--- src/rtl/counter_pkg.sv ---
// Shared definitions for the counter/divider primitives.
package counter_pkg;

  localparam logic DIR_UP   = 1'b1;
  localparam logic DIR_DOWN = 1'b0;

  // Bits needed to hold values 0..v-1 (at least 1), for sizing WIDTH from MODULUS.
  function automatic int clog2(input longint unsigned v);
    longint unsigned x;
    int n;
    x = (v > 1) ? v - 1 : 1;
    n = 0;
    while (x != 0) begin
      n++;
      x = x >> 1;
    end
    return n;
  endfunction

endpackage

--- src/rtl/mod_n_next.sv ---
// Combinational successor for a modulo-N up/down counter.
module mod_n_next
  import counter_pkg::*;
#(
  parameter int     WIDTH   = 4,
  parameter longint MODULUS = 16
) (
  input  logic [WIDTH-1:0] q_i,
  input  logic             up_i,
  output logic [WIDTH-1:0] nxt_o,
  output logic             will_wrap_o
);

  // MODULUS-1 always fits in WIDTH bits, including the full power-of-two case.
  localparam logic [WIDTH-1:0] MAX_V = WIDTH'(MODULUS - 1);

  // Explicit compare at both ends so power-of-two and non-power-of-two moduli
  // take the same path and produce identical wrap indication.
  always_comb begin
    nxt_o       = q_i;
    will_wrap_o = 1'b0;
    if (up_i == DIR_UP) begin
      if (q_i == MAX_V) begin
        nxt_o       = '0;
        will_wrap_o = 1'b1;
      end else begin
        nxt_o = q_i + WIDTH'(1);
      end
    end else begin
      if (q_i == '0) begin
        nxt_o       = MAX_V;
        will_wrap_o = 1'b1;
      end else begin
        nxt_o = q_i - WIDTH'(1);
      end
    end
  end

endmodule

--- src/rtl/mod_n_updown_counter.sv ---
// Modulo-N up/down counter with clear, load, terminal count, wrap pulse and
// sticky out-of-range-load flag. Priority: sclr > load > en > hold.
module mod_n_updown_counter
  import counter_pkg::*;
#(
  parameter int     WIDTH       = 4,
  parameter longint MODULUS     = 16,
  parameter longint RESET_VALUE = 0
) (
  input  logic             clk,
  input  logic             reset,
  input  logic             en,
  input  logic             up,
  input  logic             sclr,
  input  logic             load,
  input  logic [WIDTH-1:0] load_val,
  output logic [WIDTH-1:0] q,
  output logic             tc,
  output logic             wrap,
  output logic             load_err
);

  // Parameter legality is checked at elaboration.
  if (WIDTH < 1 || WIDTH > 32) begin : g_bad_width
    $error("mod_n_updown_counter: WIDTH must be 1..32");
  end
  if (MODULUS < 2 || MODULUS > (64'd1 << WIDTH)) begin : g_bad_mod
    $error("mod_n_updown_counter: MODULUS must be 2..2**WIDTH");
  end
  if (RESET_VALUE < 0 || RESET_VALUE >= MODULUS) begin : g_bad_rst
    $error("mod_n_updown_counter: RESET_VALUE must be < MODULUS");
  end

  localparam logic [WIDTH-1:0] MAX_V = WIDTH'(MODULUS - 1);
  localparam logic [WIDTH-1:0] RST_V = WIDTH'(RESET_VALUE);
  localparam logic [63:0]      MOD64 = 64'(MODULUS);

  logic [WIDTH-1:0] cnt_q, cnt_d;
  logic             wrap_q, wrap_d;
  logic             err_q, err_d;
  logic [WIDTH-1:0] step_val;
  logic             step_wrap;
  logic             load_oor;

  mod_n_next #(
    .WIDTH   (WIDTH),
    .MODULUS (MODULUS)
  ) u_next (
    .q_i         (cnt_q),
    .up_i        (up),
    .nxt_o       (step_val),
    .will_wrap_o (step_wrap)
  );

  // Zero-extend to 64 bits so MODULUS == 2**32 compares correctly.
  assign load_oor = ({{(64-WIDTH){1'b0}}, load_val} >= MOD64);

  // Next-state selection in priority order.
  always_comb begin
    cnt_d  = cnt_q;
    wrap_d = 1'b0;
    err_d  = err_q;
    if (sclr) begin
      cnt_d = '0;
      err_d = 1'b0;
    end else if (load) begin
      if (load_oor) begin
        cnt_d = MAX_V;
        err_d = 1'b1;
      end else begin
        cnt_d = load_val;
      end
    end else if (en) begin
      cnt_d  = step_val;
      wrap_d = step_wrap;
    end
  end

  // State registers, asynchronously reset.
  always_ff @(posedge clk or negedge reset) begin
    if (!reset) begin
      cnt_q  <= RST_V;
      wrap_q <= 1'b0;
      err_q  <= 1'b0;
    end else begin
      cnt_q  <= cnt_d;
      wrap_q <= wrap_d;
      err_q  <= err_d;
    end
  end

  // Terminal count is exactly "the next enabled step wraps", independent of en.
  assign tc       = step_wrap;
  assign q        = cnt_q;
  assign wrap     = wrap_q;
  assign load_err = err_q;

endmodule

--- config.mk ---
export PLATFORM = sky130hd
export DESIGN_NAME = mod_n_updown_counter
export DESIGN_NICKNAME = d
export VERILOG_FILES = /design/src/rtl/counter_pkg.sv /design/src/rtl/mod_n_next.sv /design/src/rtl/mod_n_updown_counter.sv
export SDC_FILE = /design/constraint.sdc
export NUM_CORES = 1
export LEC_CHECK = 0
export BUFFER_PORTS_ARGS = -buffer_cell sky130_fd_sc_hd__buf_2
export CORE_MARGIN = 3
export CORE_UTILIZATION = 30
export DETAILED_ROUTE_END_ITERATION = 8
export PLACE_DENSITY_LB_ADDON = 0.08
export SLEW_MARGIN = 20
export SYNTH_ARGS = -nofsm -noshare
export SYNTH_HDL_FRONTEND = slang
export SYNTH_SLANG_ARGS = --single-unit
--- constraint.sdc ---
create_clock -name clk -period 2.1 [get_ports clk]
set_clock_uncertainty 0.2 [all_clocks]
set_input_delay 0.315 -clock clk [delete_from_list [all_inputs] [get_ports clk]]
set_output_delay 0.315 -clock clk [all_outputs]
set_load 0.005 [all_outputs]
==> Word-level counts from Yosys, hierarchy flattened <==
Index checks and enable logic that the tools add are counted.
{ "word_totals": {"ff_bits": 5, "in_bits": 10, "wordCells": 19} }
{ "op_classes": {"n_addsub": 2, "n_eq_ne": 1, "muxes": 12, "reduce_logical": 2} }
{ "ops": {"columns": ["cell", "n"], "rows": [
  ["4-bit two-way mux", 6],
  ["1-bit two-way mux", 6],
  ["4-bit by 1-bit adder with 4-bit output (second input constant)", 1],
  ["4-bit == test (second input constant)", 1],
  ["4-bit zero test", 1],
  ["4-bit by 1-bit subtractor with 4-bit output (second input constant)", 1],
  ["3-bit nonzero test", 1]
]} }

==> Logic depth before layout (Yosys ltp) <==
{ "depth": {"word_depth": 6, "ltp_mapped": 6, "depth_no_buf": 6} }

==> By module <==
From an unflattened synthesis, not the netlist that was laid out.
{ "hier_totals": {"hier_cells": 46, "area_unflattened_um2": 407.9} }
{ "by_module_without_submodules": {"columns": ["module", "instances", "cells_per_inst", "area_per_inst_um2", "seq_area_each_um2"], "rows": [
  ["mod_n_updown_counter", 1, 23, 255.2, 125.1],
  ["mod_n_next", 1, 23, 152.6, 0.0]
]} }

==> Worst setup path after synthesis <==
Ideal clock, no wire load.
{ "synth_path": {"path_type": "flip-flop to flip-flop", "startpoint": "reg cnt_q[0], in the netlist q[0]", "endpoint": "reg cnt_q[0], in the netlist q[0]", "setup_time_ns": 0.071, "arrival_time_ns": 1.531, "required_ns": 1.829, "setup_slack_ns": 0.297, "path_stages_with_launch": 7, "path_cell_list": "dfrtp_1 -> inv_1 -> ha_1 -> or4b_4 -> a311oi_1 -> a21oi_1 -> nor2_1"} }
{ "synth_via": {"elab_chain_len": 6, "elab_cells_between_ends": 10, "classes_between": "add/sub (2); eq/ne (1); mux (6); reduce/logical (1)"} }
{ "synth_rtl": {"columns": ["element", "line_no", "rtl"], "rows": [
  ["from (decl)", "mod_n_updown_counter.sv:38", "logic [WIDTH-1:0] cnt_q, cnt_d;"],
  ["from (signal assigned)", "mod_n_updown_counter.sv:86", "cnt_q <= cnt_d;"],
  ["4-bit by 1-bit subtractor with 4-bit output (tied with other cells)", "mod_n_next.sv:34", "nxt_o = q_i - WIDTH'(1);"],
  ["4-bit two-way mux, on equally long branches", "mod_n_next.sv:30, mod_n_next.sv:23", null],
  ["4-bit two-way mux (*)", "mod_n_next.sv:22", "if (up_i == DIR_UP) begin"],
  ["4-bit two-way mux (*)", "mod_n_updown_counter.sv:73", "end else if (en) begin"],
  ["4-bit two-way mux (*)", "mod_n_updown_counter.sv:66", "end else if (load) begin"],
  ["4-bit two-way mux (*)", "mod_n_updown_counter.sv:63", "if (sclr) begin"]
]} }
Mark *: on every way between the ends. The rest lies on a longest branch, timed or not. The select of a mux whose other input is x is not followed.
A chain may end at the register's enable or synchronous reset.

==> Final worst setup path <==
{ "layout_path": {"startpoint": "reg cnt_q[0], in the netlist q[0]", "endpoint": "out tc"} }
{ "layout_via": {"elab_chain_len": 3, "elab_cells_between_ends": 5, "classes_between": "eq/ne (1); mux (3); reduce/logical (1)"} }
{ "layout_rtl": {"columns": ["element", "line_no", "rtl"], "rows": [
  ["4-bit == test / 4-bit zero test (equally long branches)", "mod_n_next.sv:23, mod_n_next.sv:30", null],
  ["1-bit two-way mux, on equally long branches", "mod_n_next.sv:23, mod_n_next.sv:30", null],
  ["1-bit two-way mux (*)", "mod_n_next.sv:22", null],
  ["to (decl)", "mod_n_updown_counter.sv:18", "output logic tc,"]
]} }
Mark *: on every way between the ends. The rest lies on a longest branch, timed or not.

==> qor.csv <==
stage;metric;value;unit
finish;# diodes;0;
finish;Area Overhead vs Synth;31.3;%
cts;CTS Sinks;5;
floorplan;io pins;17;
routing;DRC viols;0;
routing;drt pass-1 iters;4;
sta;clock period minus final worst setup slack;2030;ps
power_and_ir_drop;Int Pwr;0.222;mW
finish;layout cell share with drive strength beyond 1;0.348;
cts;H-Tree Depth;1;
cts;number of CTS-inserted buffers;3;
sta;Slew Viols, Final;0;
finish;fill count;128;
synthesis;part of the Yosys area used for sequential elements;0.298;
worst_setup_path;Critical Path RT;1580;ps
finish;fin area;552;um^2
global_route;grt ovf;0;
flow_run;max_cap viols;0;
routing;via density per instance;5.02;
synthesis;Post-Syn Instances;49;
power_and_ir_drop;combinational share of power;0.304;
worst_setup_path;Critical Path Source Type;flip-flop;
floorplan;Core Rows;12;
min_path;Hold Crit Depth;2;
floorplan;Die H;43.4;um
finish;most common cell after layout, fill and taps aside;buf_2;
routing;DRT iter0 DRCs;6;
sta;TNS Setup;0;ps
placement;placed insts;78;
sta;Hold Vio Cnt, Final;0;
floorplan;core area;1200;um^2
worst_setup_path;crit path DAT;1510;ps
routing;vias;417;
global_route;GR Util All Layers;0.111;
floorplan;Starting Density;0.350;
sta;Final setup viols;0;
cts;Longest Clk Path Bufs;2;
global_route;number of global-route vias before repair;373;
worst_setup_path;R2R depth;6;
power_and_ir_drop;NetSw;0.0895;mW
floorplan;chip width;43.4;um
run_status;status;finished clean;
sta;Fmax;494;MHz
placement;IO buf count;15;
placement;Post-DP Area;515;um^2
placement;pre-CTS WS;297;ps
finish;commonest non-fill, non-tap cells in the layout;15 x buf_2, 7 x inv_1, 5 x a21oi_1, 5 x dfrtp_1;
min_path;Hold Crit Class;in2reg;
worst_setup_path;Setup Crit Path Kind;reg2out;
power_and_ir_drop;Seq pwr share;0.351;
floorplan;full die area;1890;um^2
routing;WL/cell;11.7;um
cts;post-CTS sizing;0;
power_and_ir_drop;overall power;0.311;mW
placement;hpwl dp;796;um
finish;fin nets;82;
power_and_ir_drop;Clk network pwr share;0.345;
sta;RSZ-0062 raised after global routing;false;
synthesis;post-synthesis cell area;420;um^2
finish;fin cells;83;
power_and_ir_drop;Power Density;564;nW/um^2
worst_setup_path;Setup crit end kind;output port;
routing;final wirelength;970;um
sta;Final period util;0.965;
cts;clk_lat worst skew;230;ps
worst_setup_path;crit path max fanout;3;
power_and_ir_drop;VDD IR max;217;uV
placement;gp weighted congestion;0.726;
synthesis;synth unique cells;27;
cts;Worst-path clk slew;40;ps
synthesis;synthesis-stage register bit count;5;
cts;Root Driver;clkbuf_4;
synthesis;yosys warns;0;
global_route;largest net degree at the start of global routing;11;
synthesis;syn_nets;61;
sta;Final WS setup;73.7;ps
power_and_ir_drop;switching part of the total;0.287;
routing;DRT antenna net count;0;
synthesis;syn_area_per_cell;8.58;um^2
global_route;first-pass GRT wire length;1700;um
cts;CTS tree;done;
power_and_ir_drop;Leak;0.285;nW
global_route;initial antenna violation count;0;
-- area by class of cell --
type | instances | area, um^2 | area share
multi-input cells | 34 | 249 | 0.451
flip-flops and latches | 5 | 125 | 0.227
repair buffers | 19 | 108 | 0.195
clock buffers | 4 | 26.3 | 0.0476
inverters | 7 | 26.3 | 0.0476
well taps | 14 | 17.5 | 0.0317
-- power by group through the flow --
stage	Clock, mW	Combinational [mW]	Sequential (mW)
global route	0.112	0.106	0.110
finish	0.108	0.0947	0.109
floorplan	0	0.0522	0.116
global placement	0	0.0953	0.111
detailed placement	0	0.0933	0.111
CTS	0.108	0.0953	0.109
-- cells by family (layout without fill, tap and decap cells) --
family          Yosys count  count (layout)  synth area share
buf+inv                  10              30             0.110
xor+xnor                  2               2            0.0417
flops                     5               5             0.298
other cells               1               1           0.00892
compound gates           14              14             0.250
mux                       2               2            0.0476
simple gates             13              13             0.185
fa+ha+maj                 2               2            0.0595
-- per-layer routing --
metal / GRT usage / wire [um]
met1: 0.178 / 474
met2: 0.162 / 392
met3: 0.00830 / 103
met4: 0.0181 / 0
met5: 0 / 0
-- cells in the mapped netlist --
library cell | n | area [um^2]
a2111oi_0 | 1 | 8.76
a2111oi_2 | 1 | 15.0
a21oi_1 | 5 | 25.0
a311o_1 | 1 | 10.0
a311oi_1 | 1 | 8.76
a31oi_1 | 1 | 6.26
a41o_2 | 1 | 11.3
and4b_1 | 1 | 10.0
buf_2 | 1 | 5.00
buf_4 | 2 | 15.0
conb_1 | 1 | 3.75
dfrtp_1 | 5 | 125
ha_1 | 2 | 25.0
inv_1 | 7 | 26.3
mux2i_1 | 2 | 20.0
nand2_1 | 3 | 11.3
nand4_1 | 1 | 6.26
nor2_1 | 3 | 11.3
nor2b_1 | 1 | 6.26
nor3_1 | 1 | 5.00
nor4_1 | 1 | 6.26
o21a_1 | 1 | 7.51
o21ai_0 | 1 | 5.00
o31ai_1 | 1 | 7.51
or2b_1 | 1 | 7.51
or4b_4 | 1 | 13.8
xnor2_1 | 2 | 17.5
-- worst paths after layout --
check                      start   end  slack, ps
min reg2reg                 q[3]  wrap        390
max reg2reg                 q[0]  q[0]        290
min in group asynchronous  reset  q[2]        230
max in group asynchronous  reset  q[3]       1340
min                         sclr  q[0]        110
max                         q[0]    tc         70
-- flip-flops by register name, indices dropped and copies added, names as in the netlist --
name  count
q         4
wrap      1
-- worst max-delay path: stages, from the launching register on --
cell and delay, ps:
dfrtp_1 370, inv_1 60, ha_1 170, or4b_4 490
nand2_1 70, buf_2 110
-- repair_timing --
item | in CTS | in global routing
setup endpoints to repair | 0 | 0
hold buffers | 1 | 0
hold endpoints to repair | 5 | 0
buffers inserted | 0 | 0
-- stage by stage --
stage                     hold slack, ps   util
after global placement             -65.6  0.429
after floorplan                     -181      -
after detailed placement           -65.7  0.429
after global routing                 126  0.459
final                                113  0.459
after CTS                            117  0.459
(Power assumes the default switching activity.)
